==> src/rtl/lfsr_pkg.sv <==
`default_nettype none
// +----------------------------------------------------------------------------+
// | Module   : lfsr_pkg                                                        |
// | Purpose  : Shared types and constants for the LFSR decrypt engine:         |
// |            FSM state encoding, default tap table, default preamble         |
// |            character and the generic LFSR step function.                   |
// | Revision : 1.0 - initial release                                           |
// +----------------------------------------------------------------------------+
package lfsr_pkg;

  typedef enum logic [2:0] {
    IDLE    = 3'd0,
    SEED    = 3'd1,
    TRAIN   = 3'd2,
    DECRYPT = 3'd3,
    DONE    = 3'd4
  } state_t;

  localparam int C_DEF_LW   = 6;
  localparam int C_DEF_NPAT = 6;

  // Candidate feedback tap masks, index 0 first.
  localparam logic [C_DEF_LW-1:0] C_DEFAULT_TAPS [C_DEF_NPAT] =
    '{6'h21, 6'h2D, 6'h30, 6'h33, 6'h36, 6'h39};

  localparam logic [7:0] C_PRE_CHAR = 8'h5F;

  // One Fibonacci step on the low w bits: shift left, feedback into bit 0.
  // Operates on a 32-bit container so one function serves any LFSR width;
  // callers truncate the result back to their own width.
  function automatic logic [31:0] lfsr_next(input logic [31:0] s,
                                            input logic [31:0] taps,
                                            input int unsigned w);
    logic [31:0] mask;
    logic        fb;
    mask = (w >= 32) ? '1 : ((32'd1 << w) - 32'd1);
    fb   = ^(s & taps & mask);
    return ((s << 1) | {31'd0, fb}) & mask;
  endfunction

endpackage
`default_nettype wire

==> src/rtl/lfsr_n.sv <==
`default_nettype none
// +----------------------------------------------------------------------------+
// | Module   : lfsr_n                                                          |
// | Purpose  : Parametrised LW-bit Fibonacci LFSR with load and step enable.   |
// | Ports    : clk, init (sync active-high reset, clears state)                |
// |            en    - advance one step                                        |
// |            load  - replace state with seed (wins over en)                  |
// |            seed  - load value                                              |
// |            taps  - feedback tap mask                                       |
// |            state - current register contents                               |
// | Revision : 1.0 - initial release                                           |
// +----------------------------------------------------------------------------+
module lfsr_n
  import lfsr_pkg::*;
#(
  parameter int LW = 6
) (
  input  logic          clk,
  input  logic          init,
  input  logic          en,
  input  logic          load,
  input  logic [LW-1:0] seed,
  input  logic [LW-1:0] taps,
  output logic [LW-1:0] state
);

  logic [LW-1:0] state_q;
  logic [LW-1:0] state_d;
  logic [LW-1:0] w_nxt;

  always_comb begin
    w_nxt   = LW'(lfsr_next(32'(state_q), 32'(taps), LW));
    state_d = state_q;
    if (load) begin
      state_d = seed;
    end else if (en) begin
      state_d = w_nxt;
    end
  end

  always_ff @(posedge clk) begin
    if (init) begin
      state_q <= '0;
    end else begin
      state_q <= state_d;
    end
  end

  assign state = state_q;

endmodule
`default_nettype wire

==> src/rtl/lfsr_decrypt_engine.sv <==
`default_nettype none
// +----------------------------------------------------------------------------+
// | Module   : lfsr_decrypt_engine                                             |
// | Purpose  : Reads an encrypted message from a synchronous-read memory,      |
// |            seeds NPAT candidate LFSRs from the first preamble symbol,      |
// |            picks the tap pattern that reproduces the known preamble and    |
// |            XOR-decrypts the payload back into memory.                      |
// | Ports    : clk, init (sync active-high reset), start (1-cycle request)     |
// |            mem_raddr / mem_rdata   - read port, data one cycle later       |
// |            mem_wr_en / mem_waddr / mem_wdata - registered write port       |
// |            done      - run complete, every write committed                 |
// |            no_match  - no candidate survived the preamble                  |
// |            pat_idx   - selected candidate (lowest surviving index)         |
// | Options  : STRIP_PAD_EN - suppress leading PRE_CHAR bytes of the payload   |
// | Revision : 1.0 - initial release                                           |
// +----------------------------------------------------------------------------+
module lfsr_decrypt_engine
  import lfsr_pkg::*;
#(
  parameter int             DW       = 8,
  parameter int             LW       = 6,
  parameter int             NPAT     = 6,
  parameter logic [LW-1:0]  TAPS [NPAT] = C_DEFAULT_TAPS,
  parameter int             PRE_LEN  = 7,
  parameter int             MSG_LEN  = 64,
  parameter logic [DW-1:0]  PRE_CHAR = DW'(C_PRE_CHAR),
  parameter int             RD_BASE  = 64,
  parameter int             WR_BASE  = 0,
  parameter int             AW       = 8
) (
  input  logic                    clk,
  input  logic                    init,
  input  logic                    start,
  output logic [AW-1:0]           mem_raddr,
  input  logic [DW-1:0]           mem_rdata,
  output logic                    mem_wr_en,
  output logic [AW-1:0]           mem_waddr,
  output logic [DW-1:0]           mem_wdata,
  output logic                    done,
  output logic                    no_match,
  output logic [$clog2(NPAT)-1:0] pat_idx
);

  localparam int              C_PW         = $clog2(NPAT);
  localparam int              C_KW         = $clog2(MSG_LEN) + 1;
  localparam logic [C_KW-1:0] C_K_LAST_PRE = C_KW'(PRE_LEN - 1);
  localparam logic [C_KW-1:0] C_K_LAST_MSG = C_KW'(MSG_LEN - 1);

  state_t             state_q,    state_d;
  logic [C_KW-1:0]    k_q,        k_d;
  logic [NPAT-1:0]    match_q,    match_d;
  logic [C_PW-1:0]    pat_idx_q,  pat_idx_d;
  logic               no_match_q, no_match_d;
  logic               done_q,     done_d;
  logic               wr_en_q,    wr_en_d;
  logic [AW-1:0]      waddr_q,    waddr_d;
  logic [DW-1:0]      wdata_q,    wdata_d;
  logic [AW-1:0]      wr_ptr_q,   wr_ptr_d;
`ifdef STRIP_PAD_EN
  logic               pad_seen_q, pad_seen_d;
`endif

  logic               w_lfsr_en;
  logic               w_lfsr_load;
  logic [LW-1:0]      w_key;
  logic [LW-1:0]      w_lfsr_state [NPAT];
  logic [LW-1:0]      w_lfsr_nxt   [NPAT];
  logic [DW-1:0]      w_dec;
  logic [AW-1:0]      w_raddr_run;

  // Recover the keystream value hidden under a preamble symbol.
  assign w_key = mem_rdata[LW-1:0] ^ PRE_CHAR[LW-1:0];

  // Look one symbol ahead so the next symbol is on mem_rdata next cycle.
  assign w_raddr_run = AW'(RD_BASE) + AW'(k_q) + AW'(1);

  generate
    for (genvar gi = 0; gi < NPAT; gi++) begin : g_lfsr
      lfsr_n #(
        .LW (LW)
      ) u_lfsr (
        .clk   (clk),
        .init  (init),
        .en    (w_lfsr_en),
        .load  (w_lfsr_load),
        .seed  (w_key),
        .taps  (TAPS[gi]),
        .state (w_lfsr_state[gi])
      );
      assign w_lfsr_nxt[gi] = LW'(lfsr_next(32'(w_lfsr_state[gi]), 32'(TAPS[gi]), LW));
    end
  endgenerate

  assign w_dec = mem_rdata ^ DW'(w_lfsr_nxt[pat_idx_q]);

  always_comb begin
    state_d     = state_q;
    k_d         = k_q;
    match_d     = match_q;
    pat_idx_d   = pat_idx_q;
    no_match_d  = no_match_q;
    done_d      = done_q;
    wr_en_d     = 1'b0;
    waddr_d     = waddr_q;
    wdata_d     = wdata_q;
    wr_ptr_d    = wr_ptr_q;
    w_lfsr_en   = 1'b0;
    w_lfsr_load = 1'b0;
    mem_raddr   = AW'(RD_BASE);
`ifdef STRIP_PAD_EN
    pad_seen_d  = pad_seen_q;
`endif

    case (state_q)
      IDLE: begin
        done_d = 1'b0;
        if (start) begin
          state_d = SEED;
          k_d     = '0;
        end
      end

      SEED: begin
        mem_raddr   = w_raddr_run;
        w_lfsr_load = 1'b1;
        match_d     = '1;
        wr_ptr_d    = AW'(WR_BASE);
        k_d         = C_KW'(1);
        state_d     = TRAIN;
`ifdef STRIP_PAD_EN
        pad_seen_d  = 1'b0;
`endif
      end

      TRAIN: begin
        mem_raddr = w_raddr_run;
        w_lfsr_en = 1'b1;
        k_d       = k_q + C_KW'(1);
        for (int i = 0; i < NPAT; i++) begin
          match_d[i] = match_q[i] & (w_lfsr_nxt[i] == w_key);
        end
        if (k_q == C_K_LAST_PRE) begin
          // Descending scan so the lowest surviving index is the one kept.
          pat_idx_d = '0;
          for (int i = NPAT - 1; i >= 0; i--) begin
            if (match_d[i]) begin
              pat_idx_d = C_PW'(i);
            end
          end
          no_match_d = ~|match_d;
          state_d    = DECRYPT;
        end
      end

      DECRYPT: begin
        mem_raddr = w_raddr_run;
        w_lfsr_en = 1'b1;
`ifdef STRIP_PAD_EN
        if (pad_seen_q || (w_dec != PRE_CHAR)) begin
          pad_seen_d = 1'b1;
          wr_en_d    = 1'b1;
          waddr_d    = wr_ptr_q;
          wdata_d    = w_dec;
          wr_ptr_d   = wr_ptr_q + AW'(1);
        end
`else
        wr_en_d  = 1'b1;
        waddr_d  = wr_ptr_q;
        wdata_d  = w_dec;
        wr_ptr_d = wr_ptr_q + AW'(1);
`endif
        if (k_q == C_K_LAST_MSG) begin
          state_d = DONE;
        end else begin
          k_d = k_q + C_KW'(1);
        end
      end

      DONE: begin
        // done rises one edge after entry, once the last registered write
        // has been committed to memory.
        done_d = 1'b1;
        if (start) begin
          state_d = SEED;
          k_d     = '0;
          done_d  = 1'b0;
        end
      end

      default: begin
        state_d = IDLE;
      end
    endcase
  end

  always_ff @(posedge clk) begin
    if (init) begin
      state_q    <= IDLE;
      k_q        <= '0;
      match_q    <= '1;
      pat_idx_q  <= '0;
      no_match_q <= 1'b0;
      done_q     <= 1'b0;
      wr_en_q    <= 1'b0;
      waddr_q    <= AW'(WR_BASE);
      wdata_q    <= '0;
      wr_ptr_q   <= AW'(WR_BASE);
`ifdef STRIP_PAD_EN
      pad_seen_q <= 1'b0;
`endif
    end else begin
      state_q    <= state_d;
      k_q        <= k_d;
      match_q    <= match_d;
      pat_idx_q  <= pat_idx_d;
      no_match_q <= no_match_d;
      done_q     <= done_d;
      wr_en_q    <= wr_en_d;
      waddr_q    <= waddr_d;
      wdata_q    <= wdata_d;
      wr_ptr_q   <= wr_ptr_d;
`ifdef STRIP_PAD_EN
      pad_seen_q <= pad_seen_d;
`endif
    end
  end

  assign mem_wr_en = wr_en_q;
  assign mem_waddr = waddr_q;
  assign mem_wdata = wdata_q;
  assign done      = done_q;
  assign no_match  = no_match_q;
  assign pat_idx   = pat_idx_q;

endmodule
`default_nettype wire
==> config.mk <==
export PLATFORM = sky130hd
export DESIGN_NAME = lfsr_decrypt_engine
export DESIGN_NICKNAME = d
export VERILOG_FILES = /design/src/rtl/lfsr_pkg.sv /design/src/rtl/lfsr_n.sv /design/src/rtl/lfsr_decrypt_engine.sv
export SDC_FILE = /design/constraint.sdc
export NUM_CORES = 1
export LEC_CHECK = 0
export BUFFER_PORTS_ARGS = -buffer_cell sky130_fd_sc_hd__buf_2
export CORE_MARGIN = 4
export CORE_UTILIZATION = 43
export CTS_CLUSTER_DIAMETER = 30
export DETAILED_ROUTE_END_ITERATION = 16
export PLACE_DENSITY = 0.67
export SLEW_MARGIN = 40
export SYNTH_ARGS = -nofsm -noshare
export SYNTH_HDL_FRONTEND = slang
export SYNTH_SLANG_ARGS = --single-unit
==> constraint.sdc <==
create_clock -name clk -period 2.4 [get_ports clk]
set_input_delay 0.12 -clock clk [delete_from_list [all_inputs] [get_ports clk]]
set_output_delay 0.12 -clock clk [all_outputs]
set_load 0.02 [all_outputs]
### Word level (Yosys, flattened, before mapping)

Cells that the tools add are included.

* register bits: 82
* input port bits: 11
* output and inout bits: 30
* logic and storage cells: 108

* add/sub/neg operators: 4
* $lt $le $gt $ge: 1
* eq/ne operators: 16
* multiplexer cells: 36
* bitwise operators: 15
* reductions and logical operators: 20

Operators by type and width (count)
* $reduce_xor A32 Y1: 6
* $mux W6: 14
* $eq A6 B6 Y1: 6
* $or A6 B1 Y6: 6
* $pmux W7 S4: 1
* $mux W3: 9
* $bmux W6 S3: 1
* $add A8 B1 Y8 const B: 2
* $pmux W8 S2: 1
* $mux W7: 2
* $pmux W3 S4: 1
* $pmux W6 S2: 1
* $add A7 B7 Y8 const A: 1
* $mux W8: 1
* $reduce_bool A2 Y1: 4
* $xor A8 B6 Y8: 1
* $add A7 B1 Y7 const B: 1
* $eq A7 B3 Y1 const B: 1
* $eq A7 B6 Y1 const B: 1
* $and A1 B1 Y1: 6
* $eq A3 B2 Y1 const B: 2
* $ne A2 B2 Y1 const B: 3
* $reduce_and A3 Y1: 2
* $reduce_or A6 Y1: 1
* 14 further kinds: 18

### Depth between registers and ports, before layout

Gate-level depths: netlist of run 1.

* word-level depth: 10
* depth in mapped cells: 7
* gate-level depth less buffers: 7

### By module

Synthesis of run 1 repeated with hierarchy kept, for this count alone.

* cell total of the unflattened synthesis: 632
* area, all modules: 5176.2 µm²

Modules (own cells, without submodules)
* lfsr_decrypt_engine: times used 1, cells an instance 374, area each 3044.2 µm²
* lfsr_n: times used 6, cells an instance 43, area each 355.3 µm²

### Worst setup path after synthesis of run 1

No wires, ideal clock.

* kind: register -> register
* start point: register k_q[0]
* end point: register no_match_q (netlist: no_match)
* library setup time: 84 ps
* arrival: 2009 ps
* required time: 2316 ps
* slack: 307 ps
* stages on the path, launching flop included: 8
* buffers on the path: 0
* cells stage by stage: dfxtp_1 -> inv_1 -> ha_1 -> or4b_1 -> nor3b_2 -> nand2_1 -> or4_4 -> o31ai_2

* longest elaborated chain between the ends: 2

Ends and longest elaborated chain
* start, declared: line lfsr_decrypt_engine.sv:50 `logic [C_KW-1:0] k_q, k_d;`
* start signal, assigned: line lfsr_decrypt_engine.sv:213 `k_q <= k_d;`
* $eq A7 B3 Y1: line lfsr_decrypt_engine.sv:142 `if (k_q == C_K_LAST_PRE) begin`
* $reduce_and A2 Y1 (no source line)
* end signal, assigned: line lfsr_decrypt_engine.sv:216 `no_match_q <= no_match_d;`
* end, declared: line lfsr_decrypt_engine.sv:53 `logic no_match_q, no_match_d;`

Every way passes these cells.
A chain may end at the register's enable or synchronous reset.

### Final worst setup path of run 1

* start point: register k_q[0]
* end point: register pat_idx_q[1] (netlist: pat_idx[1])

* longest elaborated chain between the ends: 2

Ends and longest elaborated chain
* $eq A7 B3 Y1: line lfsr_decrypt_engine.sv:142
* $reduce_and A2 Y1 (no source line)
* end signal, assigned: line lfsr_decrypt_engine.sv:215 `pat_idx_q <= pat_idx_d;`
* end, declared: line lfsr_decrypt_engine.sv:52 `logic [C_PW-1:0] pat_idx_q, pat_idx_d;`

Every way passes these cells.

==> metrics.yaml, run 1 <==
logic_synthesis:
  ys_seq_area_share_pct: 37.4
  syn_inst: 537
  synth_async_sr_flop_share_pct: 0
  synth_warnings: 0
  synth_area_mm2: 0.00439
  ys.flop_type: "dfxtp_1"
  syn_nets: 551
  synth_edf_count: 0
  syn_area_per_cell_um2: 8.18
  ys_ff_latch: 82
  synth_cell_type_count: 55
routing:
  wl_per_cell_um: 15.7
  drc: 0
  drtIter0Drc: 242
  viasPerCell: 5.55
  firstDrtPassIters: 5
  wirelength_um: 11200
  drtAntennaViolNets: 0
  vias: 3955
power:
  clkPwrFrac_pct: 36.2
  switching_share_pct: 28.6
  p_comb_share_pct: 19.4
  p_switching_uw: 1020
  irDropWorstVdd_uv: 460
  p_int_uw: 2550
  power_uw: 3570
  power_leakage_uw: 0.00202
  powerDensity_mw_per_mm2: 713
  power_frac_seq_pct: 44.4
grt:
  antenna_found_initial: 0
  grt_pass1_wl_um: 18500
  grt_overflow: 0
  grt_pass1_vias: 3758
  grtUsageTotal_pct: 19.6
  grt_max_degree: 41
layout:
  post_route_cells_drive_above_1_share_pct: 15.9
  syn_to_final_growth_pct: 13.9
  multi_input_area_mm2: 0.00254
  layout.nets: 590
  fill_cells: 931
  seqCellArea_mm2: 0.00164
  antenna_cells: 0
floorplan:
  die_h_um: 109
  core-area_mm2: 0.00986
  dieArea_mm2: 0.0119
  initial_core_util_pct: 44.5
  core.rowCount: 36
  die_w_um: 109
  ios: 41
clocking:
  cts_max_level: 3
  ctsHoldBuffers: 1
  cts_num_sinks: 82
  cts_tree: "done"
  cts_resized: 0
  cts-buffers-inserted: 9
  cts-root-buf: "clkbuf_8"
  max-clock-path-buffers: 2
  postCtsSetupBuffers: 0
  cts.clk_slew.worst_paths_ns: 0.09
  clk_latency_ns: 0.35
place:
  port_buffers: 40
  dp_hpwl_um: 7810
  gp_congestion: 0.858
sta:
  period_share_pct: 91.9
  setup_viol_count_final: 0
  setup_tns_ns: 0
  slew_violations: 0
  worst_pin_slew_ns: 0.756
  holdWs_ns: 0.0191
  grt_setup_unrepaired: "no"
  clock-skew-final_ns: 0.0136
  slew-limit-headroom_pct: 49.2
  hold_violations: 0
  period_needed_ns: 2.21
  fmax_ghz: 0.453
critical_path:
  slowest_delay_ns: 0.45
  slowest_stage: "or4b_1"
  crit_top_cell: "or4b_1"
  critPathCaptureType: "flop"
  crit_type: "flop to flop"
  start_kind: "flop"
  required_ns: 2.68
  worstPathMaxFanout: 6
  path_cells: "inv_1 -> ha_1 -> or4b_1 -> nor3b_2 -> nand2_1 -> buf_4 -> or4b_1 -> a21oi_1"
  worst_ep_arrival_time_ns: 2.49
outcome:
  status: "finished, final reports clean"
run:
  drv_cap: 0
worst_hold_path:
  min_path_type: "input pin to flop"
==> cell families after synthesis <==
kind of cell | Yosys count | synth area share, %
compound gates | 147 | 18.7
xor+xnor | 57 | 12.5
simple gates | 190 | 20.6
mux | 15 | 5.24
buf+inv | 43 | 4.76
flops | 82 | 37.4
fa+ha+maj | 3 | 0.855
==> layer usage <==
metal  track usage [%]  up-vias  wire length (um)
met5                 0        -                 0
met4              7.21        0               201
met3              4.32       17               675
met2              32.4      119              5490
met1              25.0     1882              4860
li1                  -     1937                 -
==> worst max-delay path, delay by kind of cell (launching register included) <==
family	cells	cell delay (ns)
DFF	1	0.36
and+or+nand+nor	4	1.23
buffers and inverters	2	0.24
adders and majority gates	1	0.14
AOI/OAI and AO/OA	1	0.14
==> area by class of cell <==
type,count,area share (%)
Clock buffer,10,2.55
Clock inverter,5,2.55
Inverter,10,0.750
Multi-Input combinational cell,412,50.9
Sequential cell,82,32.8
Tap cell,133,3.33
Timing Repair Buffer,61,7.15
==> sequential cells by signal (all words and copies together), names as in the netlist <==
name	count
no_match	1
wr_ptr_q	8
g_lfsr.u_lfsr.state	36
mem_waddr	8
k_q	7
mem_wr_en	1
mem_wdata	8
state_q	3
match_q	6
done	1
pat_idx	3
==> synth_stat cells (2+ instances only) <==
cell type	number	area, um^2
a21o_1	2	15.0
a21oi_1	72	360
a22oi_1	7	52.6
and2_1	2	12.5
and3_1	4	25.0
buf_2	6	30.0
buf_6	2	22.5
clkbuf_1	22	82.6
dfxtp_1	82	1640
ha_1	3	37.5
inv_1	6	22.5
inv_2	3	11.3
mux2i_1	8	80.1
mux4_2	5	113
nand2_1	62	233
nand2b_1	2	12.5
nand3_1	16	80.1
nand3b_1	5	37.5
nand4_1	4	25.0
nor2_1	70	263
nor2b_1	2	12.5
nor3_1	8	40.0
o21ai_0	40	200
o21ai_1	6	30.0
o22ai_1	8	50.1
o31ai_2	2	25.0
o41ai_1	2	17.5
or3_1	4	25.0
or4_1	2	15.0
or4b_1	3	30.0
xnor2_1	21	184
xnor3_1	2	45.0
xor2_1	32	280
==> power groups by stage <==
stage                     clock network [uW]  logic, uW  registers (uW)
final                                   1290        693            1580
after global placement                     0        665            1610
after CTS                               1310        688            1580
after floorplan                            0        538            1580
after detailed placement                   0        677            1610
after global routing                    1370        769            1600
==> placed cells by master, fill, tap and decap left out, drive strengths merged, types with 5 or more instances in the layout <==
cell type / instances
a22oi: 7
buf: 59
clkbuf: 11
a21oi: 72
nand3b: 5
nand3: 16
inv: 9
o21ai: 46
xor2: 32
o22ai: 8
mux4: 6
nor2: 70
mux2i: 8
nor3: 8
xnor2: 22
dfxtp: 82
nand2: 63
==> per-stage QoR <==
stage	cells	util, %	area (um^2)	worst slack, ns
after floorplan	537	-	4390	0.307
after global placement	696	48.0	4730	0.290
after detailed placement	696	48.0	4730	0.183
after CTS	712	50.7	5000	0.153
after global routing	713	50.7	5000	0.0417
final	713	50.7	5000	0.194
==> final timing paths <==
path | start | end | slack (ns) | depth (start not counted)
worst min register to register | mem_wdata[2] | mem_wdata[2] | 0.45 | 2
worst max-delay path | k_q[0] | pat_idx[1] | 0.19 | 8
worst max register to register | k_q[0] | pat_idx[1] | 0.19 | 8
worst min-delay path | mem_rdata[7] | mem_wdata[7] | 0.02 | 3
Note: power is estimated with default switching activity, not from simulation.
==> run 2: changes to the inputs <==
- CORE_MARGIN: 4 -> 2
- SLEW_MARGIN: 40 -> default
==> metrics.yaml, run 2 (synthesized netlist as in run 1, its figures left out) <==
floorplan:
  ios: 41  # unchanged
  dieArea_mm2: 0.0110  # -7.2%
  core.rowCount: 36  # unchanged
  core-area_mm2: 0.00986  # unchanged
  die_w_um: 105  # -3.7%
  initial_core_util_pct: 44.5  # unchanged
  die_h_um: 105  # -3.7%
power:
  switching_share_pct: 31.3  # +2.7 points
  p_int_uw: 2300  # -9.8%
  irDropWorstVdd_uv: 304  # -34%
  power_leakage_uw: 0.00200  # -1.0%
  clkPwrFrac_pct: 32.3  # -3.9 points
  p_comb_share_pct: 20.5  # +1.1 points
  powerDensity_mw_per_mm2: 674  # -5.5%
  power_frac_seq_pct: 47.2  # +2.8 points
  p_switching_uw: 1050  # +2.7%
sta:
  setup_tns_ns: 0  # unchanged
  hold_violations: 0  # unchanged
  period_share_pct: 93.1  # +1.2 points
  fin_ws_ns: 0.166  # -0.0280 ns
  grt_setup_unrepaired: "no"
  period_needed_ns: 2.23  # +0.0280 ns
  fmax_ghz: 0.448  # -1.3%
  worst_pin_slew_ns: 0.782  # +0.0254 ns
  setup_viol_count_final: 0  # unchanged
  clock-skew-final_ns: 0.0104  # -0.00324 ns
  slew_violations: 0  # unchanged
  slew-limit-headroom_pct: 47.5  # -1.7 points
clocking:
  max-clock-path-buffers: 2  # unchanged
  clk_latency_ns: 0.36  # about the same
  cts_resized: 0  # unchanged
  cts-root-buf: "clkbuf_8"
  cts-buffers-inserted: 9  # unchanged
  cts_tree: "done"
  cts.clk_slew.worst_paths_ns: 0.09  # about the same
  cts_num_sinks: 82  # unchanged
  cts_max_level: 3  # unchanged
grt:
  grt_pass1_wl_um: 18700  # +1.0%
  grt_max_degree: 41  # unchanged
  grt_overflow: 0  # unchanged
  grt_pass1_vias: 3781  # +0.61%
  grtUsageTotal_pct: 21.0  # +1.4 points
  antenna_found_initial: 0  # unchanged
place:
  port_buffers: 40  # unchanged
  dp_hpwl_um: 7770  # -0.47%
  dp_slack_ns: 0.213  # +0.0294 ns
  gp_congestion: 0.821  # -4.3%
  dp_cells: 696  # unchanged
routing:
  firstDrtPassIters: 7  # +2
  viasPerCell: 5.48  # -1.2%
  drtIter0Drc: 224  # -7.4%
  wirelength_um: 11100  # -0.92%
  vias: 3915  # -1.0%
  drc: 0  # unchanged
  drtAntennaViolNets: 0  # unchanged
  wl_per_cell_um: 15.6  # -1.1%
critical_path:
  start_kind: "flop"
  crit_type: "flop to flop"
  worstPathMaxFanout: 7  # +1
  required_ns: 2.69  # about the same
  critPathCaptureType: "flop"
  worst-r2r-cell-count: 7  # -1
  worst_ep_arrival_time_ns: 2.53  # +0.04 ns
layout:
  layout_commonest_cell: "dfxtp_1"
  syn_to_final_growth_pct: 13.1
  layout.nets: 590  # unchanged
  final_cell_mix: "82 x dfxtp_1, 72 x a21oi_1, 69 x nor2_1"
  fill_cells: 959  # +3.0%
  post_route_cells_drive_above_1_share_pct: 16.0  # +0.14 points
  largest_reg_flops: 36  # unchanged
  layout.cells.non_filler: 714  # +0.14%
  antenna_cells: 0  # unchanged
run:
  drv_cap: 0  # unchanged
outcome:
  status: "finished, final reports clean"
worst_hold_path:
  hold_depth: 4  # +1
  min_path_type: "input pin to flop"
-- run 2: stage by stage --
step | hold slack (ns) | total power (uW) | utilization [%] | cell area (um^2)
floorplan | 0.224 | 2110 | - | 4390
global placement | 0.361 | 2270 | 48.0 | 4730
detailed placement | 0.381 | 2290 | 48.0 | 4730
CTS | 0.0548 | 3370 | 50.3 | 4970
global route | 0.105 | 3520 | 50.3 | 4970
finish | 0.0671 | 3350 | 50.3 | 4970
-- run 2: critical path: stages (launching register included) --
cell and delay, ns:
dfxtp_1 0.36, ha_1 0.27, nand3_1 0.17, o41ai_1 0.09
a221oi_1 0.68, and2_1 0.34, nand3b_1 0.10, a21oi_1 0.15
-- run 2: final timing paths --
check / slack [ns] / startpoint / endpoint
worst max register to register: 0.17 / k_q[0] / k_q[3]
worst min-delay path: 0.07 / start / k_q[0]
worst max-delay path: 0.17 / k_q[0] / k_q[3]
worst min register to register: 0.45 / mem_wdata[2] / mem_wdata[2]
-- run 2: metal layers --
metal	global-route usage, %	part of all wire, %
met5	0	0
met4	8.38	1.4
met3	4.68	5.1
met2	34.8	49
met1	26.5	45
-- run 2: repair_timing --
action	4_1_cts	5_1_grt
hold buffers	2	0
buffers inserted	0	0
endpoints found under the hold margin	2	0
endpoints found under the setup margin	0	0
-- run 2: cell type report --
| type | count | area [um^2] | share of cell area [%] |
|---|---|---|---|
| clock buffer | 11 | 151 | 3.05 |
| clock inverter | 5 | 62.6 | 1.26 |
| inverter | 10 | 37.5 | 0.756 |
| multi-input combinational | 412 | 2540 | 51.2 |
| sequential | 82 | 1640 | 33.1 |
| tap | 133 | 166 | 3.35 |
| timing repair buffer | 61 | 363 | 7.31 |
-- run 2: power by group through the flow --
stage                     Sequential (uW)  Combinational (uW)  Clock, uW
after floorplan                      1580                 538          0
after global placement               1610                 667          0
after detailed placement             1610                 678          0
after CTS                            1580                 686       1110
after global routing                 1600                 770       1150
final                                1580                 686       1080
==> run 3: changes to the inputs <==
==> constraint.sdc (replaced) <==
create_clock -name clk -period 2.4 [get_ports clk]
set_input_delay 0.72 -clock clk [delete_from_list [all_inputs] [get_ports clk]]
set_output_delay 0.72 -clock clk [all_outputs]
set_load 0.02 [all_outputs]
==> metrics.yaml, run 3 (synthesized netlist as in run 1, its figures left out) <==
floorplan:
  ios: 41  # unchanged
  die_h_um: 105  # unchanged
  core-area_mm2: 0.00986  # unchanged
  die_w_um: 105  # unchanged
  initial_core_util_pct: 44.5  # unchanged
  core.rowCount: 36  # unchanged
  dieArea_mm2: 0.0110  # unchanged
routing:
  viasPerCell: 5.58  # +1.8%
  drc: 0  # unchanged
  wirelength_um: 11300  # +1.7%
  drtAntennaViolNets: 0  # unchanged
  vias: 4003  # +2.2%
  firstDrtPassIters: 5  # -2
  wl_per_cell_um: 15.8  # +1.3%
  drtIter0Drc: 230  # +2.7%
power:
  power_uw: 3320  # -0.68%
  powerDensity_mw_per_mm2: 662  # -1.7%
  irDropWorstVdd_uv: 379  # +25%
  power_leakage_uw: 0.00202  # +0.86%
critical_path:
  crit_top_cell: "and3_2"
  cp_top_family: "simple AND/OR/NAND/NOR gates"
  cp-startpoint: "k_q[2]"
  slowest_delay_ns: 0.40  # -0.28 ns
  required_ns: 1.68  # -1.01 ns
  r2r-start: "k_q[0]"
  slowest_stage: "dfxtp_2"
  path_buf_inv: 1  # +1
  critPathCaptureType: "output pin"
  start_kind: "flop"
  worst_ep_arrival_time_ns: 1.61  # -0.92 ns
  critPathCapture: "mem_raddr[5]"
  timing.rr.end: "pat_idx[1]"
  worst-r2r-cell-count: 8  # +1
  critical_path_depth: 5  # -2
  worstPathMaxFanout: 7  # unchanged
  crit_type: "flop to output pin"
  path_cells: "and3_2 -> and3_2 -> xnor2_1 -> nor2_1 -> buf_4"
  r2r_slack_ns: 0.12  # -0.05 ns
clocking:
  clk_latency_ns: 0.35  # about the same
  cts-buffers-inserted: 9  # unchanged
  max-clock-path-buffers: 2  # unchanged
  cts_num_sinks: 82  # unchanged
  cts.clk_slew.worst_paths_ns: 0.09  # about the same
  cts-root-buf: "clkbuf_8"
  cts_max_level: 3  # unchanged
  cts_tree: "done"
layout:
  syn_to_final_growth_pct: 14.3
  final_cell_mix: "79 x dfxtp_1, 71 x a21oi_1, 68 x nor2_1"
  antenna_cells: 0  # unchanged
  layout.nets: 593  # +0.51%
  fill_cells: 931  # -2.9%
  post_route_cells_drive_above_1_share_pct: 18.7  # +2.7 points
  stdcell_area_mm2: 0.00502  # +1.1%
  layout_commonest_cell: "dfxtp_1"
  largest_reg_flops: 36  # unchanged
grt:
  grt_overflow: 0  # unchanged
  grt_pass1_wl_um: 18800  # +0.52%
  antenna_found_initial: 0  # unchanged
  grtUsageTotal_pct: 21.1  # +0.12 points
  grt_pass1_vias: 3728  # -1.4%
  grt_max_degree: 41  # unchanged
place:
  dpl-instance-area_mm2: 0.00477  # +0.79%
  port_buffers: 40  # unchanged
  gp_congestion: 0.909  # +11%
  dp_hpwl_um: 7970  # +2.5%
worst_hold_path:
  min_path_type: "flop to flop"
outcome:
  status: "finished, final reports clean"
run:
  drv_cap: 0  # unchanged
sta:
  setup_viol_count_final: 0  # unchanged
  period_needed_ns: 2.33  # +0.0918 ns
  worst_pin_slew_ns: 0.804  # +0.0225 ns
  holdWs_ns: 0.451  # +0.384 ns
  period_share_pct: 96.9  # +3.8 points
  grt_setup_unrepaired: "yes"
  clock-skew-final_ns: 0.0102  # -0.000150 ns
  slew_violations: 0  # unchanged
  slew-limit-headroom_pct: 46.4  # -1.1 points
  hold_violations: 0  # unchanged
  fmax_ghz: 0.430  # -3.9%
==> run 3: worst min path at each step <==
stage / startpoint / endpoint / slack [ns] / cells after the start
floorplan: wr_ptr_q[7] / mem_waddr[7] / 0.45 / 2
global placement: mem_wdata[7] / mem_wdata[7] / 0.44 / 2
detailed placement: mem_wdata[5] / mem_wdata[5] / 0.44 / 2
CTS: mem_wdata[5] / mem_wdata[5] / 0.45 / 2
global route: mem_wdata[7] / mem_wdata[7] / 0.47 / 2
finish: mem_wdata[5] / mem_wdata[5] / 0.45 / 2
==> run 3: worst register-to-register path, delay by kind of cell, from the launching register on <==
family / cells / cell delay (ns)
AO/OA/AOI/OAI: 1 / 0.16
flip-flops: 1 / 0.38
buffers and inverters: 2 / 0.23
AND/OR/NAND/NOR: 4 / 1.31
adder cells (fa/ha/maj): 1 / 0.14
==> run 3: final cells by class <==
class	instances	area, um^2	share of cell area (%)
multi-input combinational	412	2580	51.4
sequential	82	1650	32.9
timing repair buffer	64	383	7.63
tap	133	166	3.32
clock buffer	11	151	3.02
clock inverter	5	52.6	1.05
inverter	10	37.5	0.748
==> run 3: power by group <==
| group | internal [uW] | switching, uW |
|---|---|---|
| clock network | 532 | 502 |
| registers | 1450 | 126 |
| logic | 313 | 395 |
==> run 3: metrics by stage <==
stage / instances / util (%) / worst slack, ns / TNS, ns
floorplan: 537 / - / 0.0471 / 0
global placement: 701 / 48.4 / 0.0617 / 0
detailed placement: 701 / 48.4 / 0.0589 / 0
CTS: 717 / 50.6 / 0.00578 / 0
global route: 717 / 50.9 / -0.0136 / -0.0136
finish: 717 / 50.9 / 0.0743 / 0
==> run 3: repair_timing <==
action | 4_1_cts | 5_1_grt
hold buffers | 0 | 0
pin swaps | 0 | 1
setup endpoints to repair | 6 | 3
resized for setup | 6 | 9
buffers inserted | 0 | 0
gates cloned | 0 | 0
==> run 3: metal layers <==
layer / up-vias / wire, um / global-route usage, %
met2: 137 / 5440 / 34.7
met4: 0 / 147 / 7.05
met5: - / 0 / 0
li1: 1955 / - / -
met1: 1894 / 5170 / 27.8
met3: 17 / 560 / 4.12
